--- config.mk ---
export PLATFORM = sky130hd
export DESIGN_NAME = drop_select_n
export DESIGN_NICKNAME = d
export VERILOG_FILES = /design/src/rtl/drop_select_n.sv
export SDC_FILE = /design/constraint.sdc
export NUM_CORES = 1
export LEC_CHECK = 0
export CAP_MARGIN = 20
export CORE_MARGIN = 5
export CORE_UTILIZATION = 42
export DETAILED_ROUTE_END_ITERATION = 10
export SLEW_MARGIN = 20
export SYNTH_ARGS = -nofsm -noshare
export SYNTH_HDL_FRONTEND = slang
export SYNTH_SLANG_ARGS = --single-unit
--- constraint.sdc ---
create_clock -name clk -period 17.75 [get_ports clk]
set_input_delay 2.6625 -clock clk [delete_from_list [all_inputs] [get_ports clk]]
set_output_delay 2.6625 -clock clk [all_outputs]
set_load 0.1 [all_outputs]
--- src/rtl/drop_select_n.sv ---
// Column-select / piece-drop controller for the drop-grid board.
// Debounced buttons move a selector cursor and drop pieces into the lowest free cell of a column.
module drop_select_n #(
    parameter int COLS      = 7,
    parameter int ROWS      = 6,
    parameter int HOLDOFF   = 11,
    parameter bit WRAP      = 1'b0,
    parameter int START_COL = COLS - 1
) (
    input  logic                         clk,
    input  logic                         rst,
    input  logic                         left,
    input  logic                         right,
    input  logic                         middle,
    output logic [(ROWS+1)*COLS*2-1:0]   grid,
    output logic                         player,
    output logic [$clog2(COLS)-1:0]      cursor,
    output logic                         drop_valid,
    output logic [$clog2(COLS)-1:0]      drop_col,
    output logic [$clog2(ROWS+1)-1:0]    drop_row,
    output logic                         drop_reject,
    output logic                         board_full
);

    localparam int CUR_W    = $clog2(COLS);
    localparam int ROW_W    = $clog2(ROWS + 1);
    localparam int CELLS    = ROWS * COLS;
    localparam int TOT_W    = $clog2(CELLS + 1);
    localparam int HO_W     = $clog2(HOLDOFF + 1);
    localparam int GRID_W   = (ROWS + 1) * COLS * 2;
    localparam int SEL_BASE = ROWS * COLS;  // cell index of selector-row column 0

    localparam logic [CUR_W-1:0]  START    = CUR_W'(START_COL);
    localparam logic [CUR_W-1:0]  LAST     = CUR_W'(COLS - 1);
    localparam logic [ROW_W-1:0]  ROW_MAX  = ROW_W'(ROWS);
    localparam logic [TOT_W-1:0]  TOT_LAST = TOT_W'(CELLS - 1);
    localparam logic [HO_W-1:0]   HO_LOAD  = HO_W'(HOLDOFF);
    localparam logic [GRID_W-1:0] GRID_RST =
        {{(GRID_W-1){1'b0}}, 1'b1} << ((SEL_BASE + START_COL) * 2);

    typedef enum logic {
        S_PLAY = 1'b0,
        S_FULL = 1'b1
    } state_t;

    state_t              r_state;
    state_t              w_state_next;
    logic [GRID_W-1:0]   r_grid;
    logic [GRID_W-1:0]   w_grid_next;
    logic                r_player;
    logic                w_player_next;
    logic [CUR_W-1:0]    r_cursor;
    logic [CUR_W-1:0]    w_cursor_next;
    logic                r_drop_valid;
    logic                w_drop_valid_next;
    logic                r_drop_reject;
    logic                w_drop_reject_next;
    logic [CUR_W-1:0]    r_drop_col;
    logic [CUR_W-1:0]    w_drop_col_next;
    logic [ROW_W-1:0]    r_drop_row;
    logic [ROW_W-1:0]    w_drop_row_next;
    logic [TOT_W-1:0]    r_total;
    logic                w_do_drop;

    logic [2:0]          w_btn;
    logic [2:0]          w_qual;
    logic [COLS-1:0][ROW_W-1:0] w_count;
    logic [ROW_W-1:0]    w_cur_count;

    assign w_btn = {middle, right, left};

    // Per-button holdoff: a press acts only when its counter has drained to zero.
    generate
        for (genvar gi = 0; gi < 3; gi++) begin : g_holdoff
            logic [HO_W-1:0] r_hold;
            always_ff @(posedge clk) begin
                if (rst) begin
                    r_hold <= '0;
                end else if (w_btn[gi]) begin
                    r_hold <= HO_LOAD;
                end else if (r_hold != '0) begin
                    r_hold <= r_hold - 1'b1;
                end
            end
            assign w_qual[gi] = w_btn[gi] && (r_hold == '0);
        end
    endgenerate

    // Per-column fill height, bumped only for the column being dropped into.
    generate
        for (genvar gi = 0; gi < COLS; gi++) begin : g_col
            logic [ROW_W-1:0] r_cnt;
            always_ff @(posedge clk) begin
                if (rst) begin
                    r_cnt <= '0;
                end else if (w_do_drop && (r_cursor == CUR_W'(gi))) begin
                    r_cnt <= r_cnt + 1'b1;
                end
            end
            assign w_count[gi] = r_cnt;
        end
    endgenerate

    assign w_cur_count = w_count[r_cursor];

    always_comb begin
        w_state_next       = r_state;
        w_grid_next        = r_grid;
        w_player_next      = r_player;
        w_cursor_next      = r_cursor;
        w_drop_valid_next  = 1'b0;
        w_drop_reject_next = 1'b0;
        w_drop_col_next    = r_drop_col;
        w_drop_row_next    = r_drop_row;
        w_do_drop          = 1'b0;

        case (r_state)
            S_PLAY: begin
                if (w_qual[0]) begin
                    if (r_cursor == LAST) begin
                        w_cursor_next = WRAP ? '0 : r_cursor;
                    end else begin
                        w_cursor_next = r_cursor + 1'b1;
                    end
                end else if (w_qual[1]) begin
                    if (r_cursor == '0) begin
                        w_cursor_next = WRAP ? LAST : r_cursor;
                    end else begin
                        w_cursor_next = r_cursor - 1'b1;
                    end
                end else if (w_qual[2]) begin
                    if (w_cur_count == ROW_MAX) begin
                        w_drop_reject_next = 1'b1;
                    end else begin
                        w_do_drop         = 1'b1;
                        w_grid_next[((int'(w_cur_count) * COLS) + int'(r_cursor)) * 2 +: 2] =
                            {r_player, ~r_player};
                        w_player_next     = ~r_player;
                        w_cursor_next     = START;
                        w_drop_valid_next = 1'b1;
                        w_drop_col_next   = r_cursor;
                        w_drop_row_next   = w_cur_count;
                        if (r_total == TOT_LAST) begin
                            w_state_next = S_FULL;
                        end
                    end
                end
            end
            S_FULL: begin
                w_state_next = S_FULL;
            end
            default: begin
                w_state_next = S_PLAY;
            end
        endcase

        // Selector row always shows exactly one marker: the next player at the next cursor.
        w_grid_next[(SEL_BASE + int'(r_cursor)) * 2 +: 2]      = 2'b00;
        w_grid_next[(SEL_BASE + int'(w_cursor_next)) * 2 +: 2] = {w_player_next, ~w_player_next};
    end

    always_ff @(posedge clk) begin
        if (rst) begin
            r_state       <= S_PLAY;
            r_grid        <= GRID_RST;
            r_player      <= 1'b0;
            r_cursor      <= START;
            r_drop_valid  <= 1'b0;
            r_drop_reject <= 1'b0;
            r_drop_col    <= '0;
            r_drop_row    <= '0;
            r_total       <= '0;
        end else begin
            r_state       <= w_state_next;
            r_grid        <= w_grid_next;
            r_player      <= w_player_next;
            r_cursor      <= w_cursor_next;
            r_drop_valid  <= w_drop_valid_next;
            r_drop_reject <= w_drop_reject_next;
            r_drop_col    <= w_drop_col_next;
            r_drop_row    <= w_drop_row_next;
            if (w_do_drop) begin
                r_total <= r_total + 1'b1;
            end
        end
    end

    assign grid        = r_grid;
    assign player      = r_player;
    assign cursor      = r_cursor;
    assign drop_valid  = r_drop_valid;
    assign drop_reject = r_drop_reject;
    assign drop_col    = r_drop_col;
    assign drop_row    = r_drop_row;
    assign board_full  = (r_state == S_FULL);

endmodule
==> After elaboration in Yosys (flattened, before gate mapping) <==
Cells that the tools add are included.
{ "word_totals": {"register_bits": 150, "input_bits": 5, "out_inout_bits": 111, "word_cells": 129} }
{ "op_classes": {"addsub": 19, "n_mul": 1, "n_lt_le_gt_ge": 1, "eq_ne": 8, "shift": 6, "muxes": 40, "bitwise_logic": 7, "n_reduce_logical": 25} }
{ "op_table": {"columns": ["op", "n"], "rows": [
  ["$mux 98", 5],
  ["$bwmux 98", 3],
  ["$shift 2x33->98 const A", 3],
  ["$shiftx 2x33->98", 2],
  ["$neg 8->33", 3],
  ["$shiftx 2x33->98 const A", 1],
  ["$add 3x1->3 const B", 8],
  ["$mux 3", 8],
  ["$mux 4", 6],
  ["$mux 1", 16],
  ["$add 6x3->7 const A", 2],
  ["$eq 3x3->1 const B", 4],
  ["$logic_not 4->1", 3],
  ["$reduce_bool 4->1", 3],
  ["$sub 4x1->4 const B", 3],
  ["$logic_and 1x1->1", 10],
  ["$bmux 3 s3", 1],
  ["$add 6x3->7", 1],
  ["$not 1->1", 7],
  ["$add 6x1->6 const B", 1],
  ["$eq 3x2->1 const B", 2],
  ["$eq 6x6->1 const B", 1],
  ["$mul 3x3->6 const B", 1],
  ["$reduce_bool 2->1", 3],
  ["8 further kinds", 10]
]} }

==> Logic depth before layout (Yosys ltp) <==
Gate-level depths: netlist of run 1.
{ "logic_depth": {"word_depth": 14, "depth_mapped": 25, "ltp_nobuf": 22} }

==> Least setup slack after synthesis of run 1 <==
OpenSTA, ideal clock, no wires.
{ "synth_timing": {"kind": "input port to flip-flop", "start": "in right", "end": "reg r_grid[92] (netlist: grid[92])", "setup_time_ns": 0.132, "t_arrival_ns": 6.397, "required_ns": 17.618, "path_slack_ns": 11.221, "path_stages": 15, "path_buffers": 2, "path_cell_list": "buf_1 -> a211o_1 -> a21oi_2 -> nor4_1 -> a2111oi_0 -> ha_1 -> clkbuf_1 -> xor2_1 -> nor2_1 -> a22o_1 -> nand2_1 -> o31ai_1 -> nor2b_1 -> a221oi_1 -> nor3_1"} }
{ "synth_between": {"elab_chain_cells": 8, "elab_cells_between_ends": 17, "classes_between": "add/sub: 2; shift: 2; mux: 11; bitwise: 1; reduce/logical: 1"} }
{ "synth_rtl": {"columns": ["item", "line_no", "text"], "rows": [
  ["start, declared", "13", "input logic right,"],
  ["$logic_and 1x1->1 (*)", "85", "assign w_qual[gi] = w_btn[gi] && (r_hold == '0);"],
  ["$mux 3 (*)", "125", "end else if (w_qual[1]) begin"],
  ["$mux 3 (*)", "119", "if (w_qual[0]) begin"],
  ["$mux 3 (*)", "117", "case (r_state)"],
  ["named net w_cursor_next[1]", "53", "logic [CUR_W-1:0] w_cursor_next;"],
  ["$add 6x3->7 (*)", "159", "w_grid_next[(SEL_BASE + int'(w_cursor_next)) * 2 +: 2] = {w_player_next, ~w_player_next};"],
  ["$neg 8->33 (*)", "159", null],
  ["$shiftx 2x33->98 or $shift 2x33->98 (tied branches)", "159", null],
  ["$bwmux 98 (*)", "159", null],
  ["end signal, assigned", "175", "r_grid <= w_grid_next;"],
  ["end, declared", "48", "logic [GRID_W-1:0] r_grid;"]
]} }
The timed path passes the listed nets; every way through them passes the cells marked *.
A chain may end at the register's enable or synchronous reset.

==> Final worst setup path of run 1 <==
{ "layout_timing": {"start": "reg r_cursor[0] (netlist: cursor[0])", "end": "reg r_grid[84] (netlist: grid[84])"} }
{ "layout_between": {"elab_chain_cells": 14, "elab_cells_between_ends": 41, "classes_between": "add/sub: 8; mul: 1; eq/ne: 2; shift: 6; mux: 22; bitwise: 1; reduce/logical: 1"} }
{ "layout_rtl": {"columns": ["item", "line_no", "text"], "rows": [
  ["start, declared", "52", "logic [CUR_W-1:0] r_cursor;"],
  ["start signal, assigned", "177", "r_cursor <= w_cursor_next;"],
  ["$bmux 3 s3 (*)", "104", "assign w_cur_count = w_count[r_cursor];"],
  ["$mux 3 (not written as such) (*)", "104", null],
  ["named net w_cur_count[1]", "68", "logic [ROW_W-1:0] w_cur_count;"],
  ["$mul 3x3->6", "136", "w_grid_next[((int'(w_cur_count) * COLS) + int'(r_cursor)) * 2 +: 2] ="],
  ["$add 6x3->7", "136", null],
  ["$neg 8->33", "136", null],
  ["$shiftx 2x33->98 or $shift 2x33->98 (tied branches)", "136", null],
  ["$bwmux 98", "136", null],
  ["$mux 98", "132", "if (w_cur_count == ROW_MAX) begin"],
  ["$mux 98", "131", "end else if (w_qual[2]) begin"],
  ["$mux 98", "125", null],
  ["$mux 98", "119", null],
  ["$mux 98", "117", null],
  ["$bwmux 98", "158", "w_grid_next[(SEL_BASE + int'(r_cursor)) * 2 +: 2] = 2'b00;"],
  ["$bwmux 98 (*)", "159", null]
]} }
The timed path passes the listed nets; every way through them passes the cells marked *. The select of a mux whose other input is x is not followed.

==> flow_results.org, run 1 <==
** Run status
- Run status :: complete, no violations

** Placement
- Input and output buffers added on the ports amount to 115.
- The number of placed instances, taps included, is 1414.
- DP HPWL :: 20500 um
- At the end of routability-driven placement, the weighted congestion stood at 0.957.

** Route
- The first TritonRoute pass finished after 7 iterations.
- For this block, the routed nets add up to 27500 um of wire.
- In the routed layout, each cell is associated on average with a via count of 5.72.
- Across all layers, the routed design uses 8271 vias.
- After the first detailed-routing iteration, the DRC count stood at 765.
- Post-detailed-route count of antenna-violating nets :: 0
- Routed wire length per instance :: 19.0 um
- Number of DRC violations after detailed routing :: 0

** Clock network
- Clock network latency to the later pin of the worst-skew pair :: 0.43 ns
- Clock-pin slew of the registers on the worst-case setup and hold paths :: 0.07 ns
- Clock Path Buffers :: 2
- For this design, the sink count on the clock tree is 150.
- H-Tree Level Count :: 4
- Clock tree synthesis selected as its root buffer the cell sky130_fd_sc_hd__clkbuf_16.
- Post-CTS Repair Setup Buffers :: 0
- Number of gates resized after cts :: 0
- Number of buffers inserted by hold repair at cts :: 0
- Total clock buffers created by CTS :: 17
- TritonCTS built the clock tree.

** Critical path
- Top fanout value on the critical path :: 22
- Setup crit end kind :: register
- At the worst endpoint, the arrival time is 7.54 ns.
- Crit path kind :: reg -> reg
- For the worst setup path, the data required time is 18.08 ns.
- STA classifies the critical path startpoint as a register.

** Synthesis
- Post-Syn Area per Cell :: 7.88 um2
- Synthesis instantiated 77 different standard cells from the library.
- Post-Synthesis Net Count :: 1123
- Counting flops with an async set or reset pin after synthesis yields a share of 0%.
- Yosys mapped a number of flops with a built-in enable equal to 0.
- For this run, the leading register cell type out of synthesis is sky130_fd_sc_hd__dfxtp_1.
- The synthesized design contains 150 register bits.
- Number of cells produced by synthesis :: 1074
- The Yosys step of the flow raised 0 warnings.
- Summed instance area of the synthesized netlist :: 8460 um2
- Summing the sequential cell areas from Yosys gives 35.5% of the chip area.

** Min path
- The min-delay analysis places its worst path in the category reg -> reg.

** Power
- Power spread over the standard cell area amounts to 110 nW/um2.
- Clock group share of total power :: 32.0%
- Per report_power, the sequential group accounts for 31.9% of the total.
- Of the total power, the share spent switching nets is 42.7%.
- Combinational cells account for 36.1% of the total power.
- Peak supply drop :: 67.2 uV
- Leakage power figure :: 3.83 nW
- Internal power comes to 656 uW.
- Switching Power :: 488 uW

** Finish
- Layout Cells excl Fill :: 1446
- Leading cell type in the layout, fill and taps excluded :: sky130_fd_sc_hd__nor2_1
- Utilization after layout :: 51.9%
- Share of cells above drive strength 1 :: 5.78%
- Antenna Cells :: 0
- Commonest non-fill, non-tap cells in the layout :: sky130_fd_sc_hd__nor2_1 (165), sky130_fd_sc_hd__dfxtp_1 (150), sky130_fd_sc_hd__nand2_1 (115)
- For this run, the post-layout net count is 1212.
- Compared with the post-synthesis result, the final layout area differs by 22.9%.

** STA
- After layout, the worst path uses 40.6% of the clock period.
- Setup repair after global routing missed its margin :: no
- The max-slew violation total from the final report came to 0.
- Worst Tran Pin Value :: 1.11 ns
- For the final routed database, the setup TNS stands at 0 ns.
- Derived from the worst setup path, the maximum achievable clock frequency is 0.139 GHz.
- Final hold vios :: 0
- The worst path in the final design needs a cycle of 7.21 ns, including I/O delays and setup.
- Max-Slew Margin vs Limit :: 25.4%
- Worst clock skew :: 0.0133 ns
- Setup violations remaining at the end of the flow were counted as 0.

** Global routing
- Global routing used 31.6% of the available met1 tracks.
- Number of antenna violations at the first check in global routing :: 0
- Number of global-route vias before repair :: 7615
- Total global-route track usage :: 23.2%
- The total overflow left after global routing is 0.
- Global-route wire length before repair :: 43400 um
- Global routing consumed, on the met2 layer, 36.9% of the routing resources.
- In this run the most used layer during global routing was met2.
- For this run, global-route usage on met3 was measured as 5.80%.
- Entering global routing, the biggest net connects 84 pins.

** Die
- Floorplan die width :: 152 um
- 116 I/O pins were placed.
- After floorplanning, the core was divided into 52 placement rows.
- Overall die height :: 152 um
- The core region is 20000 um2.
- Initial Util :: 42.2%
- The die covers 23100 um2.

** Run
- # Max-Cap Violations :: 0
## power groups by stage
stage	clock, mW	combinational, mW	sequential [mW]
after floorplan	0	0.214	0.444
after global placement	0	0.400	0.373
after detailed placement	0	0.402	0.373
after CTS	0.371	0.404	0.366
after global routing	0.385	0.439	0.368
final	0.366	0.413	0.365
## kinds of logic (layout without fill, tap and decap cells)
family	after synthesis	in the layout	synth area share [%]
fa+ha+maj	44	44	6.86
compound gates	205	205	16.0
mux	50	50	6.24
buf+inv	82	184	3.83
flops	150	150	35.5
simple gates	517	517	28.9
xor+xnor	26	26	2.69
## routing by layer
layer  part of all wire, %  vias to the layer above  wire length (um)
li1                      -                     4025                 -
met1                    46                     3864             12500
met2                    45                      329             12300
met3                   7.9                       53              2160
met4                   1.9                        0               510
met5                     0                        -                 0
## synthesized netlist by cell type (8+ instances only)
library cell               number  area, um2
sky130_fd_sc_hd__nor4_1        12       75.1
sky130_fd_sc_hd__o21ai_0       32        160
sky130_fd_sc_hd__a211oi_1      15        113
sky130_fd_sc_hd__nand2b_1       9       56.3
sky130_fd_sc_hd__or3_1         17        106
sky130_fd_sc_hd__nor2_1       165        619
sky130_fd_sc_hd__ha_1          40        500
sky130_fd_sc_hd__nor3_1        60        300
sky130_fd_sc_hd__or2_2          8       50.1
sky130_fd_sc_hd__nand2_1      115        432
sky130_fd_sc_hd__xor2_1        19        166
sky130_fd_sc_hd__mux2i_1       46        460
sky130_fd_sc_hd__inv_1         26       97.6
sky130_fd_sc_hd__nor2b_1       14       87.6
sky130_fd_sc_hd__a21oi_1       70        350
sky130_fd_sc_hd__dfxtp_1      150       3000
sky130_fd_sc_hd__and3_1        11       68.8
sky130_fd_sc_hd__nand3_1       57        285
sky130_fd_sc_hd__clkbuf_1      44        165
sky130_fd_sc_hd__nand4_1       18        113
## critical path, stage by stage (launching register included)
cell	delay, ns
sky130_fd_sc_hd__dfxtp_1	0.84
sky130_fd_sc_hd__mux4_2	0.59
sky130_fd_sc_hd__nand2_1	0.08
sky130_fd_sc_hd__o21ai_0	0.35
sky130_fd_sc_hd__fa_1	0.66
sky130_fd_sc_hd__inv_1	0.05
sky130_fd_sc_hd__fa_1	0.47
sky130_fd_sc_hd__inv_1	0.07
sky130_fd_sc_hd__fa_1	0.47
sky130_fd_sc_hd__xnor2_1	0.87
sky130_fd_sc_hd__nand2_1	0.22
sky130_fd_sc_hd__nor3_1	0.34
sky130_fd_sc_hd__ha_1	0.23
sky130_fd_sc_hd__and3_1	0.40
sky130_fd_sc_hd__and2_1	0.77
sky130_fd_sc_hd__a221oi_1	0.28
sky130_fd_sc_hd__nor2b_1	0.20
sky130_fd_sc_hd__a311oi_1	0.22
## final cells by class
| class | instances | area (um2) |
|---|---|---|
| Inverter | 27 | 101 |
| Clock buffer | 19 | 453 |
| Clock inverter | 13 | 134 |
| Fill cell | 2010 | 9640 |
| Multi-Input combinational cell | 842 | 5140 |
| Tap cell | 270 | 338 |
| Sequential cell | 150 | 3000 |
| Timing Repair Buffer | 125 | 1220 |
## final timing paths
path / from / end / slack [ns] / cells past startpoint
max: cursor[0]$_SDFF_PP0_ / grid[84]$_SDFFE_PP0P_ / 10.54 / 17
min: grid[28]$_SDFFE_PP0P_ / grid[28]$_SDFFE_PP0P_ / 0.45 / 2
max reg2reg: cursor[0]$_SDFF_PP0_ / grid[84]$_SDFFE_PP0P_ / 10.54 / 17
min reg2reg: grid[28]$_SDFFE_PP0P_ / grid[28]$_SDFFE_PP0P_ / 0.45 / 2
## sequential cells by signal (all words and copies together) (netlist names), 3 cells and up
register	flops
drop_col	3
grid	98
g_col.r_cnt	21
drop_row	3
cursor	3
r_total	6
g_holdoff.r_hold	12
## metrics by stage
step                      hold slack [ns]  instance area [um2]  setup slack (ns)  total power, mW
final                               0.451                10400             10.54             1.14
after global routing                0.472                10400             10.12             1.19
after CTS                           0.453                10400             10.39             1.14
after detailed placement            0.443                 9800             10.39            0.775
after global placement              0.441                 9800             10.63            0.773
after floorplan                     0.438                 8460             11.22            0.658
Power figures use the tool's default switching activity.
==> run 2: changes to the inputs <==
- PLACE_DENSITY: not set -> 0.66
- clock period: 17.75 -> 5.9 ns (I/O delays scaled with it)
==> run 2 against run 1 <==
Against the previous run:
- die area unchanged
- global-route usage fell by 0.59 points
- clock-buffer cell count up 3
- fmax grew 30%
- largest power group unchanged
- non-clock buffer count increased by 31
- power grew to 3.1 times the previous value
- design area up 3.1%
- largest cell class unchanged
- critical path depth stayed put
- sequential power rose to 3.0 times the previous value
- highest routed layer unchanged
- core utilization grew 1.6 points
- sequential share of layout area is 0.78 points lower
- critical path type unchanged
- routed wire length shrank 1.7%
==> flow_results.org, run 2 (synthesized netlist as in run 1, its figures left out) <==
** Run status
- Run status: complete, no violations (unchanged).

** Critical path
- Slowest cell delay on critical path :: 0.63 ns (was 0.87 ns)
- The cell at the slowest stage of the critical path is sky130_fd_sc_hd__fa_1 (was sky130_fd_sc_hd__xnor2_1).
- The cell with the most instances on the worst path was sky130_fd_sc_hd__fa_1 (unchanged).
- Setup crit end kind :: register (unchanged)
- Top fanout value on the critical path :: 25 (was 22)
- The worst reg2reg path startpoint is cursor[0]$_SDFF_PP0_ (unchanged).
- The path type of the worst setup path is reg -> reg (unchanged).
- Critical path required time :: 6.24 ns (was 18.08 ns)
- Cell-by-cell trace of the critical path :: mux4_2, nand2_1, o21ai_1, fa_1, inv_1, fa_1, inv_1, fa_1, nor2b_1, nand2_1, nor3_1, ha_1, and3_1, and3_1, buf_4, a21oi_1, a311oi_1 (was mux4_2, nand2_1, o21ai_0, fa_1, inv_1, fa_1, inv_1, fa_1, xnor2_1, nand2_1, nor3_1, ha_1, and3_1, and2_1, a221oi_1, nor2b_1, a311oi_1)
- Reg-to-reg slack, setup :: 0.35 ns (was 10.54 ns)
- Nature of the critical path startpoint :: register (unchanged)
- The reg-to-reg critical path endpoint is grid[40]$_SDFFE_PP0P_ (was grid[84]$_SDFFE_PP0P_).
- R2R depth :: 17 (unchanged)
- Arr. time, crit path :: 5.89 ns (was 7.54 ns)
- The number of buffers and inverters on the critical path was 3 (was 2).
- Top delay family on crit path :: adder cells (was simple AND/OR/NAND/NOR gates)

** Finish
- The fraction of the core area covered by cells at the end of the flow came to 53.5% (was 51.9%).
- The commonest non-fill, non-tap cell in the layout was sky130_fd_sc_hd__nor2_1 (unchanged).
- The fraction of layout instances using a drive strength above 1 came to 8.53% (was 5.78%).
- The final net count came to 1243 (was 1212).
- Fin area :: 10700 um2 (was 10400 um2)
- The antenna cell count was 0 (unchanged).
- The area added between synthesis and finish was 26.7% (was 22.9%).
- Number of flip-flops under the largest register name :: 98 (unchanged)
- Commonest non-fill, non-tap cells in the layout: sky130_fd_sc_hd__nor2_1 (165), sky130_fd_sc_hd__dfxtp_1 (147), sky130_fd_sc_hd__nand2_1 (115) (was sky130_fd_sc_hd__nor2_1 (165), sky130_fd_sc_hd__dfxtp_1 (150), sky130_fd_sc_hd__nand2_1 (115)).

** Clock network
- The clock latency on the worst-skew pair is 0.43 ns (about the same).
- The count of cells resized by post-cts repair came to 0 (unchanged).
- H-Tree Level Count :: 4 (unchanged)
- TritonCTS clock tree :: done (unchanged)
- The number of buffers inserted by hold repair at cts came to 0 (unchanged).
- Clock Path Buffers :: 2 (unchanged)
- The clock transition at the registers of the reported paths was 0.07 ns (about the same).
- Total clock buffers created by CTS :: 17 (unchanged)
- CTS Root Cell :: sky130_fd_sc_hd__clkbuf_16 (unchanged)
- Post-CTS Repair Setup Buffers :: 0 (unchanged)
- CTS sink count :: 150 (unchanged)

** Placement
- The final RePlAce weighted congestion came to 0.980 (was 0.957).
- Post-place instance area :: 10000 um2 (was 9800 um2)
- Count of port buffers added during placement :: 115 (unchanged)
- The detailed placement HPWL is 20100 um (was 20500 um).

** Die
- Floorplan die width :: 152 um (unchanged)
- Site Rows :: 52 (unchanged)
- Floorplan Core Area :: 20000 um2 (unchanged)
- The die height is 152 um (unchanged).
- The initial standard-cell utilization of the core was 42.2% (unchanged).
- Top-level I/O count :: 116 (unchanged)
- The overall die area came to 23100 um2 (unchanged).

** Route
- Number of DRC violations after detailed routing :: 0 (unchanged)
- Routed wire length per instance :: 18.3 um (was 19.0 um)
- The routed wire length was 27000 um (was 27500 um).
- Via Count :: 8426 (was 8271)
- Router iterations before antenna repair :: 6 (was 7)
- Detailed Route Iter0 Violations :: 980 (was 765)
- Drt via density :: 5.70 (was 5.72)
- Post-detailed-route count of antenna-violating nets :: 0 (unchanged)

** STA
- The transition time at the pin with the least slew margin was 1.05 ns (was 1.11 ns).
- Setup repair after global routing missed its margin :: no (unchanged)
- Max Transition Viols Final :: 0 (unchanged)
- The post-route fraction of the period consumed by the critical path was 94.0% (was 40.6%).
- The headroom to the max-slew limit came to 29.5% (was 25.4%).
- Worst clock skew :: 0.0138 ns (was 0.0133 ns)
- The count of endpoints failing setup in the final report came to 0 (unchanged).
- The timing-limited maximum frequency came to 0.180 GHz (was 0.139 GHz).
- Total negative setup slack :: 0 ns (unchanged)
- The count of final hold-check violations is 0 (unchanged).
- The final critical path time including I/O delays and setup was 5.55 ns (was 7.21 ns).

** Global routing
- The number of global-route vias before repair came to 7819 (was 7615).
- Total congestion overflow :: 0 (unchanged)
- Global-route wire length before repair :: 42500 um (was 43400 um)
- Maximum number of pins on one net before global-route repair :: 83 (was 84)
- The combined global-route utilization of all metal layers was 22.6% (was 23.2%).
- Number of antenna violations at the first check in global routing :: 0 (unchanged)

** Power
- Leakage power figure :: 4.02 nW (was 3.83 nW)
- Power density cells :: 336 nW/um2 (was 110 nW/um2)
- Peak supply drop :: 218 uV (was 67.2 uV)

** Min path
- The class of the tightest hold or removal check is reg -> reg (unchanged).
- The end point of the worst hold path was drop_col[0]$_SDFFE_PP0P_ (was grid[28]$_SDFFE_PP0P_).
- Hold Crit Depth :: 2 (unchanged)
- Startpoint of the tightest hold check path :: drop_col[0]$_SDFFE_PP0P_ (was grid[28]$_SDFFE_PP0P_)

** Run
- # Max-Cap Violations :: 0 (unchanged)
## run 2: worst max-delay path by stage
stage / from / endpoint / slack, ns / depth (start not counted)
floorplan: cursor[0]$_SDFF_PP0_ / grid[80]$_SDFFE_PP0P_ / 0.06 / 22
global placement: cursor[0]$_SDFF_PP0_ / grid[81]$_SDFFE_PP0P_ / 0.48 / 19
detailed placement: cursor[0]$_SDFF_PP0_ / grid[81]$_SDFFE_PP0P_ / 0.31 / 18
CTS: cursor[0]$_SDFF_PP0_ / grid[80]$_SDFFE_PP0P_ / 0.21 / 18
global route: cursor[0]$_SDFF_PP0_ / grid[40]$_SDFFE_PP0P_ / 0.01 / 17
finish: cursor[0]$_SDFF_PP0_ / grid[40]$_SDFFE_PP0P_ / 0.35 / 17
## run 2: metrics by stage
step           instances  hold slack (ns)  setup WS, ns  power (mW)
2_1_floorplan       1074            0.438        0.0638        1.98
3_3_place_gp        1445            0.442         0.478        2.38
3_5_place_dp        1445            0.450         0.309        2.38
4_1_cts             1477            0.458         0.213        3.58
5_1_grt             1477            0.471        0.0124        3.75
6_report            1477            0.455         0.353        3.60
## run 2: layout make-up
| class | instances | area (um2) |
|---|---|---|
| sequential | 150 | 3010 |
| clock inverter | 10 | 154 |
| tap | 270 | 338 |
| fill | 1924 | 9330 |
| inverter | 27 | 101 |
| clock buffer | 22 | 495 |
| timing repair buffer | 156 | 1460 |
| multi-input combinational | 842 | 5160 |
## run 2: worst register-to-register path: stages (launching register included)
cell	delay, ns
sky130_fd_sc_hd__dfxtp_4	0.52
sky130_fd_sc_hd__mux4_2	0.55
sky130_fd_sc_hd__nand2_1	0.08
sky130_fd_sc_hd__o21ai_1	0.13
sky130_fd_sc_hd__fa_1	0.56
sky130_fd_sc_hd__inv_1	0.05
sky130_fd_sc_hd__fa_1	0.47
sky130_fd_sc_hd__inv_1	0.07
sky130_fd_sc_hd__fa_1	0.63
sky130_fd_sc_hd__nor2b_1	0.25
sky130_fd_sc_hd__nand2_1	0.12
sky130_fd_sc_hd__nor3_1	0.31
sky130_fd_sc_hd__ha_1	0.19
sky130_fd_sc_hd__and3_1	0.40
sky130_fd_sc_hd__and3_1	0.46
sky130_fd_sc_hd__buf_4	0.33
sky130_fd_sc_hd__a21oi_1	0.10
sky130_fd_sc_hd__a311oi_1	0.25
## run 2: routing by layer
| metal | up-vias | GRT usage (%) | wire length [um] |
|---|---|---|---|
| li1 | 4089 | - | - |
| met1 | 3903 | 30.6 | 11700 |
| met2 | 366 | 35.4 | 12100 |
| met3 | 68 | 5.12 | 2330 |
| met4 | 0 | 8.52 | 877 |
| met5 | - | 0 | 0 |
## run 2: power by group
group / internal, mW / total (mW) / switching, mW / leakage (nW)
clock: 0.736 / 1.19 / 0.457 / 0.320
sequential: 1.05 / 1.10 / 0.0505 / 1.21
combinational: 0.361 / 1.30 / 0.940 / 2.48
